--- config.mk ---
export PLATFORM = sky130hd
export DESIGN_NAME = md5_msg_pad
export DESIGN_NICKNAME = d
export VERILOG_FILES = /design/src/rtl/md5_msg_pad.sv
export SDC_FILE = /design/constraint.sdc
export NUM_CORES = 1
export LEC_CHECK = 0
export CAP_MARGIN = 25
export CORE_ASPECT_RATIO = 1.4
export CORE_MARGIN = 1.5
export CORE_UTILIZATION = 45
export DETAILED_ROUTE_END_ITERATION = 7
export GPL_ROUTABILITY_DRIVEN = 0
export PLACE_DENSITY = 0.72
export SLEW_MARGIN = 0
export SYNTH_ARGS = -nofsm -noshare
export SYNTH_HDL_FRONTEND = slang
export SYNTH_SLANG_ARGS = --single-unit
--- constraint.sdc ---
create_clock -name clk_i -period 4 [get_ports clk_i]
set_input_delay 0.8 -clock clk_i [delete_from_list [all_inputs] [get_ports clk_i]]
set_output_delay 0.8 -clock clk_i [all_outputs]
set_load 0.05 [all_outputs]
--- src/rtl/md5_msg_pad.sv ---
// md5_msg_pad: MD5 message padder; accepts a byte stream and emits 512-bit blocks as 16 little-endian words.
// Defining MD5_PAD_BLKCNT_EN adds blk_cnt_o, the index of the current block within its message.
module md5_msg_pad #(
  parameter int n     = 32,
  parameter int LEN_W = 64
) (
  input  logic         clk_i,
  input  logic         rst_i,
  input  logic [7:0]   data_i,
  input  logic         keep_i,
  input  logic         valid_i,
  input  logic         last_i,
  output logic         ready_o,
  output logic [n-1:0] M_o [0:15],
  output logic         blk_valid_o,
  output logic         blk_last_o,
`ifdef MD5_PAD_BLKCNT_EN
  output logic [15:0]  blk_cnt_o,
`endif
  input  logic         blk_ready_i
);

  typedef enum logic [1:0] {FILL, PAD, EMIT, LEN} state_t;

  state_t           state, state_nxt;
  logic [5:0]       ptr;
  logic [LEN_W-1:0] len;
  logic             pend_last, pend_len, last_q;
  logic [n-1:0]     words [0:15];
  logic             take_byte, hs;

  // Bit length zero-extended to 64 bits, split into the two trailing words.
  function automatic logic [n-1:0] len_word(input logic [LEN_W-1:0] l, input logic hi);
    logic [63:0] x;
    x = '0;
    x[LEN_W-1:0] = l;
    return hi ? n'(x[63:32]) : n'(x[31:0]);
  endfunction

  always_ff @(posedge clk_i or negedge rst_i) begin
    if (!rst_i) state <= FILL;
    else        state <= state_nxt;
  end

  always_comb begin
    state_nxt   = state;
    ready_o     = 1'b0;
    blk_valid_o = 1'b0;
    take_byte   = 1'b0;
    hs          = 1'b0;
    unique case (state)
      FILL: begin
        ready_o   = 1'b1;
        take_byte = valid_i & keep_i;
        if (take_byte && ptr == 6'd63) state_nxt = EMIT;
        else if (valid_i && last_i)    state_nxt = PAD;
      end
      PAD: state_nxt = EMIT;
      EMIT: begin
        blk_valid_o = 1'b1;
        hs          = blk_ready_i;
        if (hs) begin
          if (pend_last)     state_nxt = PAD;
          else if (pend_len) state_nxt = LEN;
          else               state_nxt = FILL;
        end
      end
      LEN: state_nxt = EMIT;
      default: state_nxt = FILL;
    endcase
  end

  always_ff @(posedge clk_i or negedge rst_i) begin
    if (!rst_i) begin
      ptr       <= '0;
      len       <= '0;
      pend_last <= 1'b0;
      pend_len  <= 1'b0;
      last_q    <= 1'b0;
      for (int i = 0; i < 16; i++) words[i] <= '0;
    end else begin
      unique case (state)
        FILL: begin
          if (take_byte) begin
            words[ptr[5:2]][{ptr[1:0], 3'b000} +: 8] <= data_i;
            ptr <= ptr + 6'd1;
            len <= len + LEN_W'(8);
            if (ptr == 6'd63) pend_last <= last_i;
          end
        end
        PAD: begin
          words[ptr[5:2]][{ptr[1:0], 3'b000} +: 8] <= 8'h80;
          // Length only fits when the 0x80 marker lands before byte 56.
          if (ptr <= 6'd55) begin
            words[14] <= len_word(len, 1'b0);
            words[15] <= len_word(len, 1'b1);
            last_q    <= 1'b1;
          end else begin
            last_q   <= 1'b0;
            pend_len <= 1'b1;
          end
        end
        EMIT: begin
          if (hs) begin
            for (int i = 0; i < 16; i++) words[i] <= '0;
            ptr    <= '0;
            last_q <= 1'b0;
            if (pend_last)     pend_last <= 1'b0;
            else if (pend_len) pend_len  <= 1'b0;
            else if (last_q)   len       <= '0;
          end
        end
        LEN: begin
          words[14] <= len_word(len, 1'b0);
          words[15] <= len_word(len, 1'b1);
          last_q    <= 1'b1;
        end
        default: ;
      endcase
    end
  end

  assign M_o        = words;
  assign blk_last_o = last_q;

`ifdef MD5_PAD_BLKCNT_EN
  always_ff @(posedge clk_i or negedge rst_i) begin
    if (!rst_i)                         blk_cnt_o <= '0;
    else if (hs && last_q)              blk_cnt_o <= '0;
    else if (hs && blk_cnt_o != 16'hFFFF) blk_cnt_o <= blk_cnt_o + 16'd1;
  end
`endif

endmodule

==> flow_metrics.tcl <==
set metrics [dict create \
    grt_start_max_net_pins 105 \
    layout.nets 3005 \
    antenna_cells 0 \
    grt.total_usage_pct 33.4 \
    ctsResizeCount 0 \
    switching_share_pct 42.0 \
    die_h_um 280 \
    drt_iter0_markers 2190 \
    grt_pass1_vias 21661 \
    grt-ovfl-total 0 \
    worst_slack_ps 695 \
    power_density_mw_per_mm2 576 \
    start_util_pct 45.5 \
    dieArea_mm2 0.0563 \
    p_sw_uw 7900 \
    antenna_found_initial 2 \
    via_per_inst 6.11 \
    critPathTopFamily "buffers and inverters" \
    syn-num-nets 2553 \
    combPwrFrac_pct 37.1 \
    cp.required_ps 3200 \
    crit_buf_inv 3 \
    hold_path.class "input pin to asynchronous set/reset pin" \
    place_area_mm2 0.0309 \
    worstMarginPinSlew_ps 1100 \
    p_clk_share_pct 28.3 \
    core_mm2 0.0542 \
    seqPwrFrac_pct 34.6 \
    netlist_instances 2528 \
    postLayoutCellArea_mm2 0.0327 \
    cts_buffer_depth 3 \
    antenna_left 0 \
    critPathMaxFanout 15 \
    grt_pass1_wl_mm 142 \
    finalSetupViolCount 0 \
    async_reset_ff_share_pct 100 \
    period_needed_ps 3310 \
    clkLatencyLatePin_ps 610 \
    yosys.area.top_type_share_pct 59.2 \
    path_clk_slew_ps 60 \
    p_leak_uw 0.0136 \
    synth_most_common_cell "dfrtp_1" \
    die_w_um 201 \
    finClkSkew_ps 25.9 \
    cts_sinks 584 \
    cts_tree "built" \
    yosys.cell_types.count 61 \
    drv_slew 0 \
    layout.cells.non_filler 3742 \
    synth_edf_count 0 \
    worstPathCellList "inv_1, ha_1, buf_4, clkdlybuf4s50_1" \
    worstPathArrival_ps 2510 \
    syn_area_per_cell_um2 9.77 \
    setup-tns-final_ps 0 \
    wl_per_cell_um 25.7 \
    ir_worst_vdd_mv 0.536 \
    synth.ff_latch_count 584 \
    ios 529 \
    crit_path_end_kind "output pin" \
    cts_buffers 54 \
    hpwl_mm 69.0 \
    post-route-period-util_pct 82.6 \
    num_rows 101 \
    num-fill-cells 4461 \
    drive_gt1_share_pct 6.65 \
    worstSetupPathType "flip-flop to output pin" \
    rsz0062_at_grt "false" \
    yosys_warnings 0 \
    synth_area_mm2 0.0247 \
    slew_headroom_pct 26.5 \
    maxCapViolCount 0 \
    first_pass_iters 6 \
    power.internal_uw 10900 \
    start_kind "flip-flop" \
    dp.cells 3645 \
    finalHoldViolations 0 \
    cp_slowest_stage_delay_ps 870 \
    postCtsHoldBufs 0 \
    routed_wl_mm 96.1 \
    drc 0 \
    num_vias 22877 \
    finalHoldWorstSlack_ps 232 \
    ctsHtreeMaxLevel 2 \
    portBuffers 528 \
    synthTopCellsByArea "dfrtp_1 59%, o21ai_0 9.9%, nand3_1 8.8%" \
    area_growth_pct 32.3 \
    synth_common_cells "584 x dfrtp_1, 486 x o21ai_0, 432 x nand3_1" \
    yosys.area.top_type "dfrtp_1" \
    place_ws_ps 496 \
    max_freq_mhz 303 \
    cp_slowest_cell "clkdlybuf4s50_1" \
    synth_flop_cell "dfrtp_1" \
    cts_setup_buffers 0 \
    outcome "finished clean" \
    yosysSeqAreaShare_pct 59.2 \
    cts-root-buf "clkbuf_16" \
]
[sequential cells by signal, summed over array words and instances (netlist names)]
name and count:
M_o 512, blk_last_o 1, len 61, pend_last 1, pend_len 1, ptr 6
state 2
[cell usage in the layout, fill, tap and decap left out, types with 12 or more instances in the layout]
cell	Yosys	final
clkbuf_1	175	13
dfrtp_1	584	584
clkdlybuf4s50_1	0	527
nand4_1	27	27
and4_1	14	14
or4_1	17	17
buf_4	0	81
o31ai_1	17	17
nand2_1	170	170
a32oi_1	31	31
nor2_1	125	124
inv_1	21	21
and3_1	16	16
a22o_1	25	25
and2_1	12	12
or3_1	23	23
a21oi_1	151	151
a32o_1	15	15
clkbuf_16	0	55
nand3_1	432	432
o21ai_0	486	486
[area by class of cell]
cell class	instances	area (um^2)	share of cell area, %
Timing Repair Buffer	621	6130	18.8
Sequential cell	584	14600	44.7
Multi-Input combinational cell	1698	9140	28.0
Clock inverter	20	255	0.781
Clock buffer	77	1550	4.74
Tap cell	721	902	2.76
Inverter	21	78.8	0.241
[final timing paths]
path,cells past startpoint,slack [ps],end,from
min in group clk_i,2,490,M_o[20],M_o[20]
worst max register to register,9,850,M_o[467],state[1]
max in group asynchronous,3,2550,M_o[412],rst_i
worst max-delay path,4,690,blk_valid_o,state[0]
worst min register to register,2,490,M_o[20],M_o[20]
worst min-delay path,1,230,M_o[139],rst_i
[layer usage]
layer | wire length (um) | global-route usage [%] | share of wire, % | vias to the layer above
met3 | 8280 | 6.63 | 8.6 | 286
met2 | 46500 | 55.9 | 48 | 1298
met1 | 34900 | 40.2 | 36 | 11299
met5 | 10 | 0 | 0.010 | -
li1 | - | - | - | 9992
met4 | 6490 | 19.7 | 6.8 | 2
[power by group through the flow]
stage / sequential, uW / combinational (uW) / clock [uW]
6_report: 6510 / 6980 / 5320
5_1_grt: 6540 / 7340 / 5600
4_1_cts: 6500 / 6870 / 5350
3_5_place_dp: 6600 / 6850 / 0
3_3_place_gp: 6580 / 6720 / 0
2_1_floorplan: 7340 / 3540 / 0
[cells by family (layout without fill, tap and decap cells)]
kind of cell	Yosys count	after routing	synth area share [%]
AO/OA/AOI/OAI	779	779	17.8
buffers and inverters	246	739	3.96
multiplexers	6	6	0.253
XOR/XNOR	17	17	0.603
AND/OR/NAND/NOR	885	885	17.6
flip-flops	584	584	59.2
adder cells (fa/ha/maj)	11	11	0.557
[through the flow]
stage | util, % | power [uW]
after CTS | 60.3 | 18700
final | 60.3 | 18800
after detailed placement | 56.9 | 13500
after floorplan | - | 10900
after global routing | 60.3 | 19500
after global placement | 56.9 | 13300
No activity file was read; power rests on OpenSTA's default activity.
